[config.mk]
export PLATFORM = sky130hd
export DESIGN_NAME = qsfp_cage_sequencer
export DESIGN_NICKNAME = d
export VERILOG_FILES = /design/src/rtl/qsfp_seq_pkg.sv /design/src/rtl/qsfp_cage_fsm.sv /design/src/rtl/qsfp_cage_sequencer.sv
export SDC_FILE = /design/constraint.sdc
export NUM_CORES = 1
export LEC_CHECK = 0
export CELL_PAD_IN_SITES_DETAIL_PLACEMENT = 0
export CELL_PAD_IN_SITES_GLOBAL_PLACEMENT = 1
export CORE_ASPECT_RATIO = 1.1
export CORE_UTILIZATION = 51
export CTS_CLUSTER_DIAMETER = 100
export CTS_CLUSTER_SIZE = 25
export DETAILED_ROUTE_END_ITERATION = 8
export PLACE_DENSITY_LB_ADDON = 0.1
export SLEW_MARGIN = 20
export SYNTH_ARGS = -nofsm -noshare
export SYNTH_HDL_FRONTEND = slang
export SYNTH_SLANG_ARGS = --single-unit
[constraint.sdc]
create_clock -name clk -period 6.6 [get_ports clk]
set_clock_uncertainty 0.2 [all_clocks]
set_input_delay 0.99 -clock clk [delete_from_list [all_inputs] [get_ports clk]]
set_output_delay 0.99 -clock clk [all_outputs]
set_load 0.03 [all_outputs]
[src/rtl/qsfp_seq_pkg.sv]
// Shared types and helpers for the QSFP cage sequencer.
package qsfp_seq_pkg;

    localparam int STATE_W = 2;

    // Per-cage sequencing state; the encoding is visible on state_o for ILA use.
    typedef enum logic [STATE_W-1:0] {
        ST_ABSENT    = 2'd0,
        ST_RESET     = 2'd1,
        ST_INIT_WAIT = 2'd2,
        ST_READY     = 2'd3
    } cage_state_t;

    // Counter width large enough to hold the largest phase length itself.
    function automatic int calc_cnt_w(input int debounce, input int pulse, input int init_wait);
        int m;
        m = debounce;
        if (pulse > m)     m = pulse;
        if (init_wait > m) m = init_wait;
        return $clog2(m + 1);
    endfunction

endpackage

[src/rtl/qsfp_cage_fsm.sv]
// One QSFP cage: input synchronisers, a shared phase counter and the
// ABSENT -> RESET -> INIT_WAIT -> READY sequencing FSM.
module qsfp_cage_fsm
    import qsfp_seq_pkg::*;
#(
    parameter int DEBOUNCE_CYCLES    = 1024,
    parameter int RESET_PULSE_CYCLES = 2048,
    parameter int INIT_WAIT_CYCLES   = 262144
) (
    input  logic               clk,
    input  logic               rst_n,
    input  logic               modprsl_i,
    input  logic               intl_i,
    input  logic               reset_req_i,
    output logic               qsfp_resetl_o,
    output logic               ready_o,
    output logic               intr_o,
    output logic [STATE_W-1:0] state_o
);

    localparam int CNT_W = calc_cnt_w(DEBOUNCE_CYCLES, RESET_PULSE_CYCLES, INIT_WAIT_CYCLES);

    // Debounce leaves ABSENT on the cycle after the counter has reached the
    // debounce length; the timed phases leave on their last counted cycle.
    localparam logic [CNT_W-1:0] DEB_LIM   = CNT_W'(DEBOUNCE_CYCLES);
    localparam logic [CNT_W-1:0] RST_LAST  = CNT_W'(RESET_PULSE_CYCLES - 1);
    localparam logic [CNT_W-1:0] INIT_LAST = CNT_W'(INIT_WAIT_CYCLES - 1);
    localparam logic [CNT_W-1:0] CNT_MAX   = {CNT_W{1'b1}};

    logic        prs_s1_q, prs_s2_q;
    logic        int_s1_q, int_s2_q;
    logic        present_s;
    logic        int_act_s;

    cage_state_t      state_q;
    logic [CNT_W-1:0] cnt_q;
    logic [CNT_W-1:0] cnt_inc;
    logic             resetl_q;
    logic             ready_q;
    logic             intr_q;

    // Two-flop synchronisers; reset to "absent" and "no interrupt".
    always_ff @(posedge clk or negedge rst_n) begin
        if (!rst_n) begin
            prs_s1_q <= 1'b1;
            prs_s2_q <= 1'b1;
            int_s1_q <= 1'b1;
            int_s2_q <= 1'b1;
        end else begin
            prs_s1_q <= modprsl_i;
            prs_s2_q <= prs_s1_q;
            int_s1_q <= intl_i;
            int_s2_q <= int_s1_q;
        end
    end

    assign present_s = ~prs_s2_q;
    assign int_act_s = ~int_s2_q;

    // Saturating increment so a counter can never wrap back into range.
    assign cnt_inc = (cnt_q == CNT_MAX) ? cnt_q : cnt_q + CNT_W'(1);

    // Sequencing FSM with registered outputs; removal outranks every other event.
    always_ff @(posedge clk or negedge rst_n) begin
        if (!rst_n) begin
            state_q  <= ST_ABSENT;
            cnt_q    <= '0;
            resetl_q <= 1'b0;
            ready_q  <= 1'b0;
            intr_q   <= 1'b0;
        end else begin
            intr_q <= 1'b0;
            if (!present_s) begin
                state_q  <= ST_ABSENT;
                cnt_q    <= '0;
                resetl_q <= 1'b0;
                ready_q  <= 1'b0;
            end else begin
                case (state_q)
                    ST_ABSENT: begin
                        resetl_q <= 1'b0;
                        ready_q  <= 1'b0;
                        if (cnt_q == DEB_LIM) begin
                            state_q <= ST_RESET;
                            cnt_q   <= '0;
                        end else begin
                            cnt_q <= cnt_inc;
                        end
                    end
                    ST_RESET: begin
                        // Requests are ignored so the pulse is never stretched.
                        if (cnt_q == RST_LAST) begin
                            state_q  <= ST_INIT_WAIT;
                            cnt_q    <= '0;
                            resetl_q <= 1'b1;
                        end else begin
                            cnt_q <= cnt_inc;
                        end
                    end
                    ST_INIT_WAIT: begin
                        if (reset_req_i) begin
                            state_q  <= ST_RESET;
                            cnt_q    <= '0;
                            resetl_q <= 1'b0;
                        end else if (cnt_q == INIT_LAST) begin
                            state_q <= ST_READY;
                            cnt_q   <= '0;
                            ready_q <= 1'b1;
                            intr_q  <= int_act_s;
                        end else begin
                            cnt_q <= cnt_inc;
                        end
                    end
                    ST_READY: begin
                        if (reset_req_i) begin
                            state_q  <= ST_RESET;
                            cnt_q    <= '0;
                            resetl_q <= 1'b0;
                            ready_q  <= 1'b0;
                        end else begin
                            intr_q <= int_act_s;
                        end
                    end
                    default: begin
                        state_q  <= ST_ABSENT;
                        cnt_q    <= '0;
                        resetl_q <= 1'b0;
                        ready_q  <= 1'b0;
                    end
                endcase
            end
        end
    end

    assign qsfp_resetl_o = resetl_q;
    assign ready_o       = ready_q;
    assign intr_o        = intr_q;
    assign state_o       = state_q;

endmodule

[src/rtl/qsfp_cage_sequencer.sv]
// Per-cage QSFP module management for NUM_CAGES independent cages.
module qsfp_cage_sequencer
    import qsfp_seq_pkg::*;
#(
    parameter int NUM_CAGES          = 2,
    parameter int DEBOUNCE_CYCLES    = 1024,
    parameter int RESET_PULSE_CYCLES = 2048,
    parameter int INIT_WAIT_CYCLES   = 262144
) (
    input  logic                         clk,
    input  logic                         rst_n,
    input  logic [NUM_CAGES-1:0]         modprsl_i,
    input  logic [NUM_CAGES-1:0]         intl_i,
    input  logic [NUM_CAGES-1:0]         reset_req_i,
    output logic [NUM_CAGES-1:0]         qsfp_resetl_o,
    output logic [NUM_CAGES-1:0]         ready_o,
    output logic [NUM_CAGES-1:0]         intr_o,
    output logic [STATE_W*NUM_CAGES-1:0] state_o
);

    // One fully independent sequencer per cage; state fields packed cage 0 first.
    for (genvar i = 0; i < NUM_CAGES; i++) begin : g_cage
        qsfp_cage_fsm #(
            .DEBOUNCE_CYCLES   (DEBOUNCE_CYCLES),
            .RESET_PULSE_CYCLES(RESET_PULSE_CYCLES),
            .INIT_WAIT_CYCLES  (INIT_WAIT_CYCLES)
        ) u_fsm (
            .clk          (clk),
            .rst_n        (rst_n),
            .modprsl_i    (modprsl_i[i]),
            .intl_i       (intl_i[i]),
            .reset_req_i  (reset_req_i[i]),
            .qsfp_resetl_o(qsfp_resetl_o[i]),
            .ready_o      (ready_o[i]),
            .intr_o       (intr_o[i]),
            .state_o      (state_o[STATE_W*i +: STATE_W])
        );
    end

endmodule

==> metrics.md, run 1 <==
| Metric | Value |
|---|---|
| Flops & latches, synth | 56 |
| Die Y | ~89 µm |
| Compound-Gate Fraction of Synth Area | 20.9% |
| DR WL/cell | 16.0 µm |
| Sequential cell area | around 1400 µm² |
| Distinct cells, synth | 64 |
| Largest family of logic cells by synthesized area | simple AND/OR/NAND/NOR gates |
| Post-CTS Setup Repair Bufs | 0 |
| Num rows | 31 |
| RSZ-0062 raised after global routing | false |
| CTS tree | built |
| Hold crit path type | flip-flop to flip-flop |
| Peak supply drop | between 0.1 and 0.15 mV |
| Fill count | between 600 and 700 |
| Total Power | 0.829 mW |
| CTS Hold Bufs | 0 |
| Routability Congestion | 0.788 |
| DP Wirelength | 5.14 mm |
| Placement Cell Area | 3620 µm² |
| DR vias | 2,863 |
| Global routing usage on met3 | 2.89% |
| Global-route wire length before repair | 12.8 mm |
| Worst-path maximum fanout | 34 |
| Vias in the first global route | 2,723 |
| Adder-cell share of the synthesized area | 4.30% |
| Setup WS pre-CTS | about 3.2 ns |
| Area delta synth->final | 7.38% |
| Initial Utilization | 53.0% |
| Arr. time, crit path | ~3.1 ns |
| Leakage | around 1.5 nW |
| Final Util | roughly 57% |
| Grt peak-use layer | met2 |
| Area of the die | just over 7000 µm² |
| Mapped Area | 3490 µm² |
| Inst Count DP | 454 |
| DRC marker count from the first detailed-route iteration | 118 |
| Final min period | 3.03 ns |
| Core Area | roughly 6600 µm² |
| Final setup violation count | 0 |
| Post-synth top flop | dfrtp_1 |
| Highest clock rate | 330 MHz |
| Mux contribution to synthesized area | 1.72% |
| Slew HR | 35.4% |
| Syn Area/Cell | 9.27 µm² |
| TritonRoute pass-1 iters | 4 |
| Overflow after GRT | 0 |
| Worst Setup Path Type | primary input to flip-flop |
| PwrDens | 221 nW/µm² |
| Largest net degree at the start of global routing | 57 |
| Routed vias/inst | 6.20 |
| Number of synthesis warnings | 0 |
| Fin Setup TNS | 0 ns |
| Clock-pin slew on the worst setup and hold paths | 0.10 ns |
| Max-cap viol count | 0 |
| Fin. Hold Viols | 0 |
| XOR/XNOR share of the synthesized area | under 10% |
| All-layer global routing usage | 22.9% |
| Drt drc | 0 |
| Top-Level Pins | 18 |
| Hold slack | ~0.16 ns |
| Status | finished, final reports clean |
| I/O Buffers | 17 |
| Final period utilization | 46.0% |
| Crit. End Element | flip-flop |
| Simple-Gate Fraction of Synth Area | around 24% |
| CP required | 6.64 ns |
| DIE WIDTH | ~81 µm |
| Residual antenna-violating net count after detailed routing | 0 |
| Initial antenna violation count | 0 |
| TritonCTS Buffers | 5 |
| CTS sink cnt | 56 |
| CTS H-tree depth | 2 |
| Design area | approximately 3800 µm² |
| CP startpoint kind | primary input |
| Clock Path Buffers | 2 |
| ANT cells | 0 |
| Post-synth EDFFs | 0 |
| Slew @ Worst Pin | 0.964 ns |
| Seq/Total Area, Yosys | 40.4% |
| Met2 Use GR | 41.8% |
| Finished Layout Cells | 462 |
| Clk_lat worst skew | ~0.31 ns |
| Post-Synthesis Cells | 377 |
| Final net count | around 400 |
| DRT Wirelength | 7.40 mm |
| Post-CTS Resized | 0 |
| Setup WS post-layout | between 3 and 4 ns |
| Met1 Resource Use GR | 27.9% |
| Multi-input logic area | 1840 µm² |
| Max-slew violations | 0 |
| Root buf cell | clkbuf_8 |
| Share of cells above drive strength 1 | 10.8% |
| Ys async rst share | 100% |
| Mapped Nets | 397 |
report_power, final:
group / switching (mW) / total (mW) / internal (mW)
combinational: 0.119 / 0.188 / 0.0693
clock: 0.110 / 0.261 / 0.152
sequential: 0.0191 / 0.379 / 0.360
final timing paths:
path / from / to / slack (ns) / depth (start not counted)
worst max-delay path: reset_req_i[1] / g_cage[1].u_fsm.cnt_q[3]$_DFFE_PN0N_ / 3.57 / 7
worst min-delay path: g_cage[1].u_fsm.prs_s1_q$_DFF_PN1_ / g_cage[1].u_fsm.prs_s2_q$_DFF_PN1_ / 0.16 / 0
worst max register to register: g_cage[1].u_fsm.cnt_q[6]$_DFFE_PN0N_ / g_cage[1].u_fsm.cnt_q[16]$_DFFE_PN0N_ / 3.73 / 6
worst min register to register: g_cage[1].u_fsm.prs_s1_q$_DFF_PN1_ / g_cage[1].u_fsm.prs_s2_q$_DFF_PN1_ / 0.16 / 0
max in group asynchronous: rst_n / g_cage[0].u_fsm.cnt_q[7]$_DFFE_PN0N_ / 5.11 / 2
min in group asynchronous: rst_n / g_cage[1].u_fsm.cnt_q[5]$_DFFE_PN0N_ / 0.60 / 2
final cells by class:
| class | count | share of cell area, % |
|---|---|---|
| Clock buffer | 6 | 1.93 |
| Clock inverter | 2 | 1.60 |
| Inverter | 24 | 2.40 |
| Multi-Input combinational cell | 274 | 49.1 |
| Sequential cell | 56 | 37.6 |
| Tap cell | 82 | 2.74 |
| Timing Repair Buffer | 18 | 4.60 |
sequential cells by signal (all words and copies together) (netlist names):
signal	flops
g_cage.u_fsm.prs_s2_q	2
g_cage.u_fsm.prs_s1_q	2
g_cage.u_fsm.int_s1_q	2
g_cage.u_fsm.state_o	4
g_cage.u_fsm.cnt_q	38
g_cage.u_fsm.ready_o	2
g_cage.u_fsm.intr_o	2
g_cage.u_fsm.qsfp_resetl_o	2
g_cage.u_fsm.int_s2_q	2
synthesized netlist by cell type, types with 2 or more instances:
cell       number  area (µm²)
a2111oi_0       3        26.3
a21boi_0        3        22.5
a21o_1          3        22.5
a21oi_1        26         130
a221o_1         2        20.0
a22o_1          6        52.6
a31o_2          2        17.5
a31oi_1        13        81.3
a41oi_1         2        17.5
and2_1          5        31.3
and3_1         10        62.6
and4_1          5        43.8
buf_2           4        20.0
buf_4           9        67.6
buf_6           2        22.5
clkbuf_1        6        22.5
dfrtp_1        48        1200
dfstp_2         8         210
ha_1           12         150
inv_1          24        90.1
mux2i_1         6        60.1
nand2_1        28         105
nand2b_1        3        18.8
nand3_1        26         130
nand3b_1        2        15.0
nand4_1        15        93.8
nor2_1         20        75.1
nor3_1         13        65.1
nor4_1          5        31.3
o211ai_1        2        15.0
o21ai_0        19        95.1
o221a_2         2        22.5
o31ai_1         4        30.0
or3_2           4        30.0
or4_1           2        15.0
xnor2_1         3        26.3
xor2_1          3        26.3
worst max-delay path, cell delays in order:
cell and delay, ns:
clkdlybuf4s50_1 0.56, nand2b_1 0.16, nand2_1 0.09, a2111oi_0 0.35, a211o_2 0.53, o21ai_0 0.17
a31oi_1 0.20
cell families after synthesis:
family | Yosys count
flops | 56
simple gates | 148
compound gates | 102
fa+ha+maj | 12
buf+inv | 47
xor+xnor | 6
mux | 6
layout by cell type (no fill, tap or decap), types with 2 or more instances in the layout:
master / Yosys / layout
a21oi_1: 26 / 26
a31oi_1: 13 / 13
o211ai_1: 2 / 2
and3_1: 10 / 10
nand3_1: 26 / 26
a221o_1: 2 / 2
or4_1: 2 / 2
a21boi_0: 3 / 3
nor3_1: 13 / 12
xor2_1: 3 / 3
o31ai_1: 4 / 4
a31o_2: 2 / 2
and2_1: 5 / 5
a2111oi_0: 3 / 3
nor4_1: 5 / 5
o21ai_0: 19 / 19
a22o_1: 6 / 6
nor2_1: 20 / 20
a21o_1: 3 / 3
nand2_1: 28 / 28
clkdlybuf4s50_1: 0 / 16
ha_1: 12 / 12
dfstp_2: 8 / 8
dfrtp_1: 48 / 48
bufinv_16: 0 / 2
a41oi_1: 2 / 2
inv_1: 24 / 24
clkbuf_8: 0 / 5
nand3b_1: 2 / 2
nand4_1: 15 / 15
o221a_2: 2 / 2
nand2b_1: 3 / 3
mux2i_1: 6 / 6
or3_2: 4 / 4
and4_1: 5 / 5
xnor2_1: 3 / 3
layer usage:
metal  vias up  routed length, µm
li1       1405                  -
met1      1420               3300
met2        33               3890
met3         5                139
met4         0                 69
met5         -                  0
Power figures use the tool's default switching activity.
==> run 2: changes to the inputs <==
- CORE_UTILIZATION: 51 -> 42
- clock period: 6.6 -> 2.7 ns (I/O delays scaled with it)
==> metrics.md, run 2 (synthesis results as in run 1) <==
| Metric | Value |
|---|---|
| Worst-path maximum fanout | 15 (-56%) |
| Max-cap viol count | 0 (unchanged) |
| Final min period | 2.51 ns |
| CP startpoint | g_cage[0].u_fsm.cnt_q[0]$_DFFE_PN0N_ |
| Root buf cell | clkbuf_8 |
| CTS sink cnt | 56 (unchanged) |
| Vias in the first global route | 2,745 (+0.81%) |
| DR WL/cell | 15.3 µm (-4.2%) |
| Worst R2R End | g_cage[0].u_fsm.cnt_q[14]$_DFFE_PN0N_ |
| Worst setup endpoint | g_cage[0].u_fsm.cnt_q[14]$_DFFE_PN0N_ |
| DIE WIDTH | 89.0 µm (+9.9%) |
| Die Y | 97.7 µm (+10%) |
| Fin. Hold Viols | 0 (unchanged) |
| Share of cells above drive strength 1 | 15.0% (+4.2 points) |
| Peak supply drop | 0.343 mV (+130%) |
| Slew HR | 52.5% (+17 points) |
| R2r setup slk | 0.19 ns (-3.54 ns) |
| Hold crit path type | primary input to asynchronous set/reset pin |
| Overflow after GRT | 0 (unchanged) |
| Crit. End Element | flip-flop |
| Fill count | 781 (+28%) |
| Core Area | 8000 µm² (+21%) |
| Inst Count DP | 499 (+9.9%) |
| Crit path max-delay family | simple AND/OR/NAND/NOR gates |
| Sequential cell area | 1410 µm² (unchanged) |
| RSZ-0062 raised after global routing | false |
| Reg with most FFs | g_cage.u_fsm.cnt_q |
| Final net count | 418 (+4.8%) |
| Drt drc | 0 (unchanged) |
| Slew @ Worst Pin | 0.713 ns (-0.251 ns) |
| DR vias | 2,900 (+1.3%) |
| Max-slew violations | 0 (unchanged) |
| PwrDens | 510 nW/µm² (+130%) |
| Status | finished, final reports clean |
| Residual antenna-violating net count after detailed routing | 0 (unchanged) |
| CP required | 2.76 ns (-3.88 ns) |
| CTS Hold Bufs | 0 (unchanged) |
| Largest net degree at the start of global routing | 57 (unchanged) |
| CTS H-tree depth | 2 (unchanged) |
| ANT cells | 0 (unchanged) |
| Clk_lat worst skew | 0.31 ns (about the same) |
| TritonCTS Buffers | 5 (unchanged) |
| Initial Utilization | 43.7% (-9.3 points) |
| All-layer global routing usage | 19.2% (-3.7 points) |
| Stages on worst setup path | 7 (unchanged) |
| Worst R2R Start | g_cage[0].u_fsm.cnt_q[0]$_DFFE_PN0N_ |
| WP buf/inv | 0 (-1) |
| DRC marker count from the first detailed-route iteration | 105 (-11%) |
| Global-route wire length before repair | 13.2 mm (+3.5%) |
| Post-CTS Setup Repair Bufs | 0 (unchanged) |
| Fin Setup TNS | 0 ns (unchanged) |
| Worst stage delay on the critical path | 0.61 ns (+0.05 ns) |
| Routed vias/inst | 5.72 (-7.7%) |
| Worst Setup Path Type | flip-flop to flip-flop |
| Leakage | 1.65 nW (+6.5%) |
| Finished Layout Cells | 507 (+9.7%) |
| Post-CTS Resized | 0 (unchanged) |
| Num rows | 34 (+9.7%) |
| R2R cell count | 7 (+1) |
| Multi-input logic area | 1840 µm² (-0.27%) |
| Max reg flops | 38 (unchanged) |
| Top-Level Pins | 18 (unchanged) |
| CP startpoint kind | flip-flop |
| Arr. time, crit path | 2.57 ns (-0.50 ns) |
| Final period utilization | 93.0% |
| TritonRoute pass-1 iters | 4 (unchanged) |
| Commonest non-fill, non-tap cell in the layout | dfrtp_1 |
| Routability Congestion | 0.847 (+7.5%) |
| DP Wirelength | 5.47 mm (+6.5%) |
| CTS tree | built |
| CP cell instances | ha_1, and4_1, nand3_2, o211ai_1, a31o_4, or4_2, nand3_1 |
| Clock Path Buffers | 2 (unchanged) |
| Final setup violation count | 0 (unchanged) |
| Initial antenna violation count | 0 (unchanged) |
| Most frequent cells in the layout | dfrtp_1 (48), nand2_1 (28), nand3_1 (26), a21oi_1 (26), inv_1 (24) |
| I/O Buffers | 17 (unchanged) |
| Area delta synth->final | 12.5% |
| Slowest-stage cell, CP | or4_2 |
| Area of the die | 8690 µm² (+21%) |
| Clock-pin slew on the worst setup and hold paths | 0.11 ns (about the same) |
| Highest clock rate | 398 MHz |
| DRT Wirelength | 7.78 mm (+5.1%) |
## run 2: cell count changes in the layout (fill, tap and decap cells not counted), sizes merged
cell | previous run | this run
clkinv | 0 | 2
buf | 2 | 21
bufinv | 2 | 1
clkbuf | 6 | 5
## run 2: how the worst min path moves through the flow
stage / start / to / depth (start not counted)
after floorplan: rst_n / g_cage[0].u_fsm.cnt_q[0]$_DFFE_PN0N_ / 0
after global placement: g_cage[1].u_fsm.int_s1_q$_DFF_PN1_ / g_cage[1].u_fsm.int_s2_q$_DFF_PN1_ / 0
after detailed placement: g_cage[1].u_fsm.int_s1_q$_DFF_PN1_ / g_cage[1].u_fsm.int_s2_q$_DFF_PN1_ / 0
after CTS: rst_n / g_cage[1].u_fsm.cnt_q[5]$_DFFE_PN0N_ / 2
after global routing: rst_n / g_cage[1].u_fsm.intr_o$_DFF_PN0_ / 2
final: rst_n / g_cage[1].u_fsm.cnt_q[7]$_DFFE_PN0N_ / 2
## run 2: layout make-up
type / instances / area share, %
clock inverters: 3 / 1.21
repair buffers: 37 / 8.66
flip-flops and latches: 56 / 35.9
well taps: 108 / 3.44
multi-input cells: 274 / 46.7
clock buffers: 5 / 1.75
inverters: 24 / 2.29
## run 2: report_power, final
group / total [mW] / internal (mW) / switching [mW]
logic: 0.517 / 0.211 / 0.306
registers: 0.917 / 0.880 / 0.0371
clock network: 0.571 / 0.280 / 0.291
total: 2.01 / 1.37 / 0.634
## run 2: per-layer routing
layer	global-route usage, %	part of all wire, %
met5	0	0
met4	4.88	1.2
met3	2.63	2.6
met2	32.6	50
met1	25.5	46
## run 2: worst register-to-register path: cells and delay by family (launching register included)
kind                       cells  cell delay, ns
AOI/OAI and AO/OA              2            0.52
adders and majority gates      1            0.25
DFF                            1            0.43
and+or+nand+nor                4            1.06
## run 2: through the flow
stage	hold slack [ns]	power (mW)	cell area (µm²)	setup slack, ns	util [%]
CTS	0.0454	2.04	3930	0.195	49.1
floorplan	-0.0906	1.29	3490	0.227	-
detailed placement	0.147	1.45	3810	0.188	47.7
global placement	0.145	1.45	3810	0.204	47.7
finish	0.0188	2.01	3930	0.190	49.1
global route	0.0919	2.13	3930	0.0490	49.1
